### src/rtl/bcd_seq_ctrl.sv
// bcd_seq_ctrl: 10-bit binary to 4-digit BCD via shift-add-3; optional BLANK port under BCD_BLANK_EN.
// Latency: START sampled in IDLE at edge N -> DONE pulse and new digits after edge N+11.
// Backpressure: none; START is ignored (not queued) while BUSY=1.
module bcd_seq_ctrl (
  input  logic       CLOCK_50,
  input  logic       RST,
  input  logic       START,
  input  logic [9:0] BIN,
  output logic       BUSY,
  output logic       DONE,
  output logic [3:0] BCD0,
  output logic [3:0] BCD1,
  output logic [3:0] BCD2,
  output logic [3:0] BCD3
`ifdef BCD_BLANK_EN
  ,
  output logic [3:0] BLANK
`endif
);

  typedef enum logic [1:0] {S_IDLE, S_SHIFT, S_DONE} state_t;

  state_t      state, state_nxt;
  logic [9:0]  opnd;
  logic [15:0] scr;
  logic [15:0] adj;
  logic [3:0]  cnt;

  always_ff @(posedge CLOCK_50) begin
    if (RST) state <= S_IDLE;
    else     state <= state_nxt;
  end

  always_comb begin
    state_nxt = state;
    case (state)
      S_IDLE:  if (START) state_nxt = S_SHIFT;
      S_SHIFT: if (cnt == 4'd9) state_nxt = S_DONE;
      S_DONE:  state_nxt = S_IDLE;
      default: state_nxt = S_IDLE;
    endcase
  end

  // add-3 correction applied to every nibble before the shift
  always_comb begin
    adj = scr;
    for (int i = 0; i < 4; i++) begin
      if (scr[4*i +: 4] >= 4'd5) adj[4*i +: 4] = scr[4*i +: 4] + 4'd3;
    end
  end

  assign BUSY = (state != S_IDLE);

  always_ff @(posedge CLOCK_50) begin
    if (RST) begin
      opnd <= '0;
      scr  <= '0;
      cnt  <= '0;
      DONE <= 1'b0;
      BCD0 <= '0;
      BCD1 <= '0;
      BCD2 <= '0;
      BCD3 <= '0;
`ifdef BCD_BLANK_EN
      BLANK <= 4'b1110;
`endif
    end else begin
      DONE <= 1'b0;
      case (state)
        S_IDLE: begin
          if (START) begin
            opnd <= BIN;
            scr  <= '0;
            cnt  <= '0;
          end
        end
        S_SHIFT: begin
          {scr, opnd} <= {adj, opnd} << 1;
          cnt         <= cnt + 4'd1;
        end
        S_DONE: begin
          DONE <= 1'b1;
          BCD0 <= scr[3:0];
          BCD1 <= scr[7:4];
          BCD2 <= scr[11:8];
          BCD3 <= scr[15:12];
`ifdef BCD_BLANK_EN
          BLANK[3] <= (scr[15:12] == 4'd0);
          BLANK[2] <= (scr[15:8]  == 8'd0);
          BLANK[1] <= (scr[15:4]  == 12'd0);
          BLANK[0] <= 1'b0;
`endif
        end
        default: ;
      endcase
    end
  end

endmodule

### config.mk
export PLATFORM = sky130hd
export DESIGN_NAME = bcd_seq_ctrl
export DESIGN_NICKNAME = d
export VERILOG_FILES = /design/src/rtl/bcd_seq_ctrl.sv
export SDC_FILE = /design/constraint.sdc
export NUM_CORES = 1
export LEC_CHECK = 0
export CAP_MARGIN = 20
export CORE_MARGIN = 2
export CORE_UTILIZATION = 45
export DETAILED_ROUTE_END_ITERATION = 6
export PLACE_DENSITY = 0.71
export SYNTH_ARGS = -nofsm -noshare
export SYNTH_HDL_FRONTEND = slang
export SYNTH_SLANG_ARGS = --single-unit
export TNS_END_PERCENT = 20
### constraint.sdc
create_clock -name CLOCK_50 -period 1.3 [get_ports CLOCK_50]
set_input_delay 0.26 -clock CLOCK_50 [delete_from_list [all_inputs] [get_ports CLOCK_50]]
set_output_delay 0.26 -clock CLOCK_50 [all_outputs]
set_load 0.1 [all_outputs]
======== Word level (Yosys, flattened, before mapping) ========
Cells that the tools add are included.
word-level totals
  logic and storage cells ................. 42
  output and inout port bits .............. 18
  bits in registers ....................... 49
cells by class
  magnitude comparators ................... 4
  reductions and logical operators ........ 5
  muxes and demuxes ....................... 14
  equal/unequal tests ..................... 5
  $add $sub $neg .......................... 5
operators by type and width
  operator               number
  $pmux W16 S2           1
  $pmux W10 S2           1
  $ge A4 B3 Y1 const B   4
  $mux W16               1
  $mux W4                4
  $add A4 B2 Y4 const B  3
  $mux W10               1
  $pmux W4 S2            1
  $add A4 B1 Y4 const B  1
  $eq A4 B4 Y1 const B   1
  $mux W2                2
  $ne A2 B2 Y1 const B   2
  $pmux W2 S2            1
  $reduce_and A2 Y1      2
  $reduce_bool A2 Y1     2
  $add A3 B2 Y3 const B  1
  $mux W3                1
  $eq A2 B1 Y1 const B   1
  $eq A2 B2 Y1 const B   1
  $logic_not A2 Y1       1
  $mux W1                1

======== Longest topological paths before layout ========
Gate-level depths: netlist (run 1).
  depth after elaboration ................. 3
  gate-level depth with buffers ........... 7
  mapped depth without buffers ............ 6

======== Least setup slack after synthesis (run 1) ========
OpenSTA, ideal clock, no wires.
  kind .................................... flip-flop to flip-flop
  start point ............................. register state[0]
  end point ............................... register opnd[1]
  period minus slack after synthesis ...... 1,547 ps
  path slack .............................. -247 ps
  library setup time ...................... 123 ps
  data arrival time ....................... 1,424 ps
  stages on the path, launching flop included .. 6
  path through ............................ dfxtp_1 > buf_2 > or2_2 > nor3b_2 > a222oi_1 > inv_1
between the ends
  longest elaborated chain between the ends .. 3
  elaborated cells on any way between the ends .. 6
RTL lines
  element                                                       line  text
  start, declared                                               23    state_t state, state_nxt;
  start signal, assigned                                        31    else state <= state_nxt;
  $eq A2 B1 Y1 or $logic_not A2 Y1 (tied branches)              69    case (state)
  $reduce_bool A2 Y1 (no line) or $ne A2 B2 Y1 (tied branches)  -
  $reduce_and A2 Y1 (no line)                                   -
  end signal, assigned                                          78    {scr, opnd} <= {adj, opnd} << 1;
  end, declared                                                 24    logic [9:0] opnd;
Several ways; a longest one is shown, not always the timed one.
A chain may end at the register's enable or synchronous reset.

======== Worst setup path after layout (run 1) ========
  start point ............................. register state[1]
  end point ............................... output BUSY
between the ends
  longest elaborated chain between the ends .. 1
RTL lines
  element             line  text
  $reduce_bool A2 Y1  52    assign BUSY = (state != S_IDLE);
  end, declared       9     output logic BUSY,
No other way between the ends.

==> flow_summary.toml, run 1 <==
[worst_setup_path]
timing.rr.start = "state[1]"
cp-end-kind = "output port"
critPathRequiredTime_ns = 1.04
reg2reg_to = "scr[8]"
crit_fanout = 2
start_kind = "flip-flop"
rr_worst_depth = 4
reg2reg_slack_ns = -0.06
critPathArrivalTime_ns = 1.18
path_class = "flip-flop to output port"

[logic_synthesis]
ys_types = 34
synthArstFlopShare = 0
synth-edff-count = 0
ys_ff_latch = 49
synth_warnings = 0
syn_inst = 258
synth.avg_cell_area_um2 = 8.477
yosysTopAreaCell = "dfxtp_1"
syn_area_um2 = 2187
synth-main-ff-cell = "dfxtp_1"
ys_top_cells_by_count = "dfxtp_1 (49), a21oi_1 (33), nand2_1 (33)"
synth_nets = 281
synthTopCellsByArea = "dfxtp_1 (45%), a21oi_1 (7.6%), ha_1 (5.7%)"
yosysTopAreaCellShare = 0.4485
yosys.cell_count.top_type = "dfxtp_1"
yosysSeqAreaShare = 0.4485

[status]
violations = "setup timing"
status = "complete, but fails checks"

[cts]
cts_made_buffers = 5
cts_htree_levels = 2
clk_latency_ns = 0.31
cts-root-buf = "clkbuf_8"
clock_sinks = 49
clock_path_buffers = 2
cts_tree = "done"
postCtsHoldBufs = 0
clkSlewWorstSetupHoldPaths_ns = 0.08

[placed_design]
portBuffers = 30
hpwl_um = 3610
dpl_cell_area_um2 = 2957
gp_congestion = 0.8044
dp.cells = 363

[finish]
drive_above_1_share = 0.3385
nFillCells = 339
diodes = 0
design_area_um2 = 3298
layout.nets = 344
synthToLayoutAreaGrowth_pct = 50.80
post-route-util = 0.7029
final_cells = 376

[die]
rows = 25
die_h_um = 73.72
die_area_um2 = 5434
die_x_um = 73.72
ioPinCount = 31
core_area_um2 = 4692
initial_core_util = 0.4661

[sta]
finalCriticalPeriod_ns = 1.442
fin_ws_ns = -0.1416
worst_pin_slew_ns = 0.3339
fin_hold_ws_ns = 0.4773
hold_viol = 0
max_freq_ghz = 0.6937
setup_viol = 10
fin_tns_setup_ns = -0.3837
fin_crit_sh = 1.109
fin_worst_skew_ns = 0.01095
rsz0062_at_grt = "true"
slew_viol_final = 0
timing.slew.headroom = 0.7751

[min_path]
hold_class = "flip-flop to flip-flop"
hp-start = "opnd[8]"
hold_depth = 2
whs_endpoint = "opnd[8]"

[detailed_routing]
dr.pass1.iters = 5
drt_first_iter_violations = 143
routed_wirelength_um = 5434
via_count = 2011
wire_per_inst_um = 14.45
drtAntennaViolNets = 0
drc_errors = 0
vias_per_cell = 5.348

[global_route]
grt_antenna_before_repair = 0
grt_pass1_wl_um = 8459
grt_pass1_vias = 1870
grt_max_degree = 20
grt-ovfl-total = 0
grtUsageTotal = 0.2033

[pwr]
p_per_area_nw_per_um2 = 943.0
max-vdd-ir-drop_mv = 0.6185
power.leakage_nw = 1.298

[job]
cap_violations = 0
## metal layers
metal	global-route usage	share of wire	vias to the layer above
met5	0	0	-
met4	0.05051	0.0090	0
met3	0.04390	0.035	6
met2	0.3542	0.51	60
met1	0.2538	0.44	946
li1	-	-	999
## logic make-up (layout without fill, tap and decap cells)
family                     Yosys count  after routing  synth area share
and+or+nand+nor                     97             97            0.2071
AOI/OAI and AO/OA                   63             63            0.1813
DFF                                 49             49            0.4485
buffers and inverters               28             92           0.05835
adders and majority gates           10             10           0.05721
xor gates and xnor gates             6              6           0.02403
muxes                                5              5           0.02346
## critical path: stages, from the launching register on
cell and delay, ns:
dfxtp_4 0.36, buf_6 0.11, or2_4 0.24, buf_12 0.17
## final cells by class
type / count / area [µm²] / share of cell area
clock buffers: 5 / 68.82 / 0.02086
flip-flops and latches: 49 / 999.7 / 0.3031
inverters: 12 / 47.55 / 0.01442
well taps: 54 / 67.56 / 0.02049
clock inverters: 3 / 46.29 / 0.01404
multi-input cells: 181 / 1241 / 0.3763
repair buffers: 72 / 827.0 / 0.2508
## worst max-delay path by stage
stage	startpoint	depth (start not counted)	slack, ns	endpoint
detailed placement	START	5	-0.25	opnd[1]
global placement	RST	4	-0.20	scr[1]
global route	state[1]	3	-0.17	BUSY
floorplan	scr[1]	6	-0.07	scr[2]
CTS	state[1]	3	-0.16	BUSY
finish	state[1]	3	-0.14	BUSY
## sequential cells by signal, summed over array words and instances (netlist names)
signal,count
BCD0,4
BCD1,4
BCD2,4
BCD3,4
DONE,1
cnt,4
opnd,10
scr,16
state,2
## layout by cell type (no fill, tap or decap), types with 2 or more instances in the layout
cell type	Yosys	final
nand2_1	33	33
dfxtp_4	0	3
nor3_1	12	11
nand2b_4	0	5
inv_1	12	8
nand3_1	5	5
buf_12	0	19
mux2i_1	4	3
nor2b_1	8	7
a21oi_1	33	27
ha_2	0	4
clkdlybuf4s50_1	0	12
inv_2	0	3
a22o_1	12	12
nor2_1	27	26
buf_4	1	36
dfxtp_2	0	6
o21ai_0	7	4
o21ai_1	0	3
ha_4	0	3
a21oi_4	0	3
ha_1	10	3
a222oi_1	2	2
clkbuf_8	0	5
a21o_1	2	2
a21oi_2	0	3
a211oi_1	2	2
dfxtp_1	49	40
xnor2_1	4	4
buf_6	1	5
xor2_1	2	2
## repair_timing
item                                    in CTS  in global routing
gates resized for setup                     20                 34
endpoints found under the hold margin        0                  0
setup buffers                                2                  3
cloned                                       0                  0
pin swaps                                    6                  8
endpoints found under the setup margin      13                 34
## where the power goes
part,switching (W),internal [W]
registers,0.0000354,0.00154
logic,0.000212,0.000204
clock network,0.000542,0.000576
## through the flow
stage / setup WS, ns / total power, W
5_1_grt: -0.1687 / 0.003232
6_report: -0.1416 / 0.003110
4_1_cts: -0.1650 / 0.003115
2_1_floorplan: -0.06717 / 0.001841
3_5_place_dp: -0.2482 / 0.002000
3_3_place_gp: -0.1971 / 0.001992
Note: power is estimated with default switching activity, not from simulation.
==> run 2: changes to the inputs <==
--- a/config.mk
+++ b/config.mk
@@ -8,7 +8,9 @@
 export CAP_MARGIN = 20
 export CORE_MARGIN = 2
 export CORE_UTILIZATION = 45
+export CTS_CLUSTER_DIAMETER = 30
 export DETAILED_ROUTE_END_ITERATION = 6
+export GPL_TIMING_DRIVEN = 0
 export PLACE_DENSITY = 0.71
 export SYNTH_ARGS = -nofsm -noshare
 export SYNTH_HDL_FRONTEND = slang
==> run 2 against run 1 <==
  * The flow still finishes with violations (setup timing)
  * Clock power decreased by 6%
  * Flip-flop and latch count unchanged
  * Routed wire length decreased by 9.3%
  * Largest cell class unchanged
  * Via count decreased by 4.9%
  * Die area unchanged
  * Count of clock-buffer cells in the layout unchanged
  * Sequential power about the same
  * Register-to-register slack got worse by 0.03 ns
  * Cell count decreased by 5.1%
==> flow_summary.toml, run 2 (synthesis results as in run 1) <==
[status]
status = "complete, but fails checks"
violations = "setup timing"

[die]
initial_core_util = 0.4661
die_area_um2 = 5434
die_h_um = 73.72
rows = 25
core_area_um2 = 4692
ioPinCount = 31
die_x_um = 73.72

[sta]
fin_worst_skew_ns = 0.003792
fin_crit_sh = 1.113
timing.slew.headroom = 0.6388
slew_viol_final = 0
hold_viol = 0
worst_pin_slew_ns = 0.5417
fin_tns_setup_ns = -0.3441
finalCriticalPeriod_ns = 1.447
rsz0062_at_grt = "true"
max_freq_ghz = 0.6912
setup_viol = 7
fin_ws_ns = -0.1468

[detailed_routing]
drt_first_iter_violations = 101
drtAntennaViolNets = 0
vias_per_cell = 5.359
routed_wirelength_um = 4928
dr.pass1.iters = 4
wire_per_inst_um = 13.80
drc_errors = 0
via_count = 1913

[finish]
synthToLayoutAreaGrowth_pct = 34.10
layout.nets = 326
multi_input_area_um2 = 1254
most-common-layout-cells = "dfxtp_1 (37), nand2_1 (33), buf_4 (30)"
largest_reg_flops = 16
top_register = "scr"
design_area_um2 = 2933
post-route-util = 0.6251
nFillCells = 435
diodes = 0
layout_commonest_cell = "dfxtp_1"
top_regs = "scr x16, opnd x10"
ff_latch_area_um2 = 1011
drive_above_1_share = 0.2970

[pwr]
p_per_area_nw_per_um2 = 1035
power.leakage_nw = 1.157
power.total_w = 0.003036
p_comb_frac = 0.139
power_frac_seq = 0.515
internal_power_w = 0.002295
p_switching_w = 0.0007414
max-vdd-ir-drop_mv = 0.5602
sw_frac_of_total = 0.2442
clockPowerShare = 0.346

[global_route]
grt_antenna_before_repair = 0
grt_max_degree = 15
grt_pass1_wl_um = 7631
grtUsageTotal = 0.1842
grt-ovfl-total = 0
grt_pass1_vias = 1667

[worst_setup_path]
start_kind = "flip-flop"
critPathRequiredTime_ns = 1.04
cp-end-kind = "output port"
crit_fanout = 5
critPathArrivalTime_ns = 1.19
path_class = "flip-flop to output port"

[cts]
cts-root-buf = "clkbuf_8"
cts_made_buffers = 5
clkSlewWorstSetupHoldPaths_ns = 0.08
cts_tree = "done"
clk_latency_ns = 0.30
clock_sinks = 49
cts_htree_levels = 2
postCtsHoldBufs = 0
clock_path_buffers = 2

[placed_design]
dpl_cell_area_um2 = 2555
gp_congestion = 0.7973
hpwl_um = 3151
portBuffers = 28

[job]
cap_violations = 0

[min_path]
hold_class = "input port to flip-flop"
==> run 2: worst paths after layout <==
| kind | start | endpoint | slack [ns] | cells past startpoint |
|---|---|---|---|---|
| max | state[0] | BUSY | -0.15 | 3 |
| min | RST | opnd[3] | 0.34 | 2 |
| max reg2reg | scr[4] | scr[8] | -0.09 | 5 |
| min reg2reg | BCD2[2] | BCD2[2] | 0.46 | 2 |
==> run 2: timing repair <==
item,CTS,global route
endpoints found under the hold margin,0,0
setup buffers,3,9
endpoints found under the setup margin,53,43
resized for setup,141,35
pin swaps,5,7
==> run 2: worst max-delay path: stages, from the launching register on <==
cell	delay, ns
dfxtp_2	0.35
buf_6	0.12
or2_4	0.24
buf_12	0.17
==> run 2: area by class of cell <==
cell class,instances,area share
multi-input combinational,181,0.4275
inverter,12,0.01792
clock buffer,5,0.02346
timing repair buffer,40,0.1152
tap,54,0.02304
clock inverter,2,0.01195
sequential,49,0.3447
buffer,14,0.03626
==> run 2: power groups by stage <==
stage	registers, W	logic, W	clock network, W
after global placement	0.00161	0.000327	0
after detailed placement	0.00161	0.000333	0
after CTS	0.00157	0.000380	0.00108
after global routing	0.00157	0.000460	0.00111
final	0.00156	0.000421	0.00105
after floorplan	0.00160	0.000240	0
==> run 2: per-stage QoR <==
step / hold slack (ns) / std cells / setup WS, ns
2_1_floorplan: 0.3855 / 258 / -0.06717
3_3_place_gp: 0.4416 / 340 / -0.7038
3_5_place_dp: 0.4466 / 340 / -0.7037
4_1_cts: 0.3347 / 350 / -0.1498
5_1_grt: 0.3546 / 357 / -0.1798
6_report: 0.3373 / 357 / -0.1468
==> run 2: metal layers <==
layer | GRT usage | part of all wire | vias up
met5 | 0 | 0 | -
met4 | 0.07071 | 0.017 | 0
met3 | 0.04527 | 0.051 | 8
met2 | 0.2946 | 0.49 | 48
met1 | 0.2387 | 0.44 | 895
li1 | - | - | 962
==> run 3: changes to the inputs <==
--- a/config.mk
+++ b/config.mk
@@ -6,12 +6,12 @@
 export NUM_CORES = 1
 export LEC_CHECK = 0
 export CAP_MARGIN = 20
-export CORE_MARGIN = 2
-export CORE_UTILIZATION = 45
+export CORE_ASPECT_RATIO = 2
+export CORE_UTILIZATION = 39
 export CTS_CLUSTER_DIAMETER = 30
 export DETAILED_ROUTE_END_ITERATION = 6
 export GPL_TIMING_DRIVEN = 0
-export PLACE_DENSITY = 0.71
+export PLACE_DENSITY = 0.64
 export SYNTH_ARGS = -nofsm -noshare
 export SYNTH_HDL_FRONTEND = slang
 export SYNTH_SLANG_ARGS = --single-unit
==> run 3 against run 2 <==
  * The run still ends with setup timing left
  * Count of clock-buffer cells in the layout is the same
  * Power grew 0.44%
  * Clock power is essentially flat
  * Design area grew 1.3%
  * Combinational power shrank 2%
  * Cell count grew 1.1%
  * Global-route usage is essentially flat
  * Die area grew 9.1%
  * Register-to-register slack is essentially flat
  * Maximum frequency shrank 1.2%
  * First-iteration DRC count shrank 68%
  * Clock skew grew 0.0023 ns
  * Largest cell class unchanged
  * Largest power group unchanged
==> flow_summary.toml, run 3 (synthesis results as in run 1) <==
[detailed_routing]
dr.pass1.iters = 4
drt_first_iter_violations = 32
dr_wl_met2_um = 2874
highest_layer = "met4"
via_count = 1883
wl_met1_um = 2032
routed_wirelength_um = 5160
dr_wl_met3_um = 149
drc_errors = 0
drtAntennaViolNets = 0
vias_per_cell = 5.216
wire_per_inst_um = 14.29

[pwr]
max-vdd-ir-drop_mv = 0.8306
p_per_area_nw_per_um2 = 1026
power.leakage_nw = 1.161

[finish]
layout.nets = 324
top_register = "scr"
synthToLayoutAreaGrowth_pct = 35.87
diodes = 0
largest_reg_flops = 16
layout_commonest_cell = "dfxtp_1"
drive_above_1_share = 0.3023
top_regs = "scr x16, opnd x10"
nFillCells = 524
most-common-layout-cells = "dfxtp_1 (39), nand2_1 (33), a21oi_1 (28)"
ff_latch_area_um2 = 1011
final_cells = 361
multi_input_area_um2 = 1296

[cts]
cts_tree = "done"
cts_htree_levels = 2
clock_sinks = 49
clkSlewWorstSetupHoldPaths_ns = 0.09
cts-root-buf = "clkbuf_8"
cts_made_buffers = 5
clk_latency_ns = 0.31
clock_path_buffers = 2

[global_route]
grt_pass1_wl_um = 8073
grt_pass1_vias = 1768
grt_max_degree = 15
grt_antenna_before_repair = 0
grtUsageTotal = 0.1839
grt-ovfl-total = 0

[min_path]
hold_class = "input port to flip-flop"
hold_depth = 2
hp-start = "RST"
whs_endpoint = "opnd[3]"

[placed_design]
dp_worst_setup_slack_ns = -0.7023
portBuffers = 28
dp.cells = 346
hpwl_um = 3404
gp_congestion = 0.8051

[worst_setup_path]
reg2reg_slack_ns = -0.09
critPathArrivalTime_ns = 1.20
reg2reg_to = "scr[8]"
start_kind = "flip-flop"
critPathRequiredTime_ns = 1.04
crit_fanout = 5
cp-end-kind = "output port"
rr_worst_depth = 5
path_class = "flip-flop to output port"
timing.rr.start = "scr[4]"
cp-startpoint = "state[0]"

[status]
status = "complete, but fails checks"
violations = "setup timing"

[die]
core_area_um2 = 5420
ioPinCount = 31
die_h_um = 107.9
initial_core_util = 0.4035
die_area_um2 = 5929
rows = 38
die_x_um = 54.95

[sta]
fin_worst_skew_ns = 0.006046
timing.slew.headroom = 0.5927
slew_viol_final = 0
fin_crit_sh = 1.126
rsz0062_at_grt = "true"
finalCriticalPeriod_ns = 1.464
max_freq_ghz = 0.6832
hold_viol = 0
worst_pin_slew_ns = 0.6109
fin_ws_ns = -0.1637
setup_viol = 4

[job]
cap_violations = 0
run 3: changes by cell type in the layout (fill, tap and decap cells not counted), sizes merged:
cell / before / now
buf: 39 / 37
run 3: layout make-up:
type                            instances  share of cell area
Buffer                                 16             0.04211
Clock buffer                            5             0.02316
Clock inverter                          2             0.01179
Inverter                               12             0.01768
Multi-Input combinational cell        181              0.4362
Sequential cell                        49              0.3402
Tap cell                               60             0.02526
Timing Repair Buffer                   36              0.1036
run 3: how the worst max path moves through the flow:
stage	endpoint	slack, ns	cells after the start
6_report	BUSY	-0.16	3
3_5_place_dp	BUSY	-0.70	3
4_1_cts	BUSY	-0.16	3
5_1_grt	BUSY	-0.19	3
3_3_place_gp	BUSY	-0.70	3
2_1_floorplan	scr[2]	-0.07	6
run 3: worst max-delay path, cell delays in order, from the launching register on:
cell     delay, ns
dfxtp_2       0.36
buf_6         0.12
or2_4         0.25
buf_12        0.17
run 3: per-layer routing:
layer  GRT usage  up-vias
li1            -      959
met1      0.2028      881
met2      0.3287       32
met3     0.02684       11
met4     0.07500        0
met5           0        -
run 3: power by group:
part / internal [W] / switching, W / total (W)
sequential: 0.00153 / 0.0000318 / 0.00156
combinational: 0.000190 / 0.000221 / 0.000411
clock: 0.000560 / 0.000516 / 0.00108
total: 0.00228 / 0.000768 / 0.00305
run 3: repair_timing:
item                                    4_1_cts  5_1_grt
setup buffers                                 1        7
hold buffers                                  0        0
endpoints found under the setup margin       53       38
gates cloned                                  0        0
pin swaps                                     6       12
gates resized for setup                     139       50
run 3: stage by stage:
step                hold WS (ns)  TNS, ns  power, W  instance area [µm²]    util
global placement          0.4433   -11.31  0.001940                 2562  0.4728
global route              0.3525  -0.9654  0.003171                 2972  0.5482
detailed placement        0.4453   -11.57  0.001945                 2562  0.4728
finish                    0.3454  -0.3000  0.003049                 2972  0.5482
floorplan                 0.3855  -0.2149  0.001841                 2207       -
CTS                       0.3435  -0.3831  0.003034                 2716  0.5012
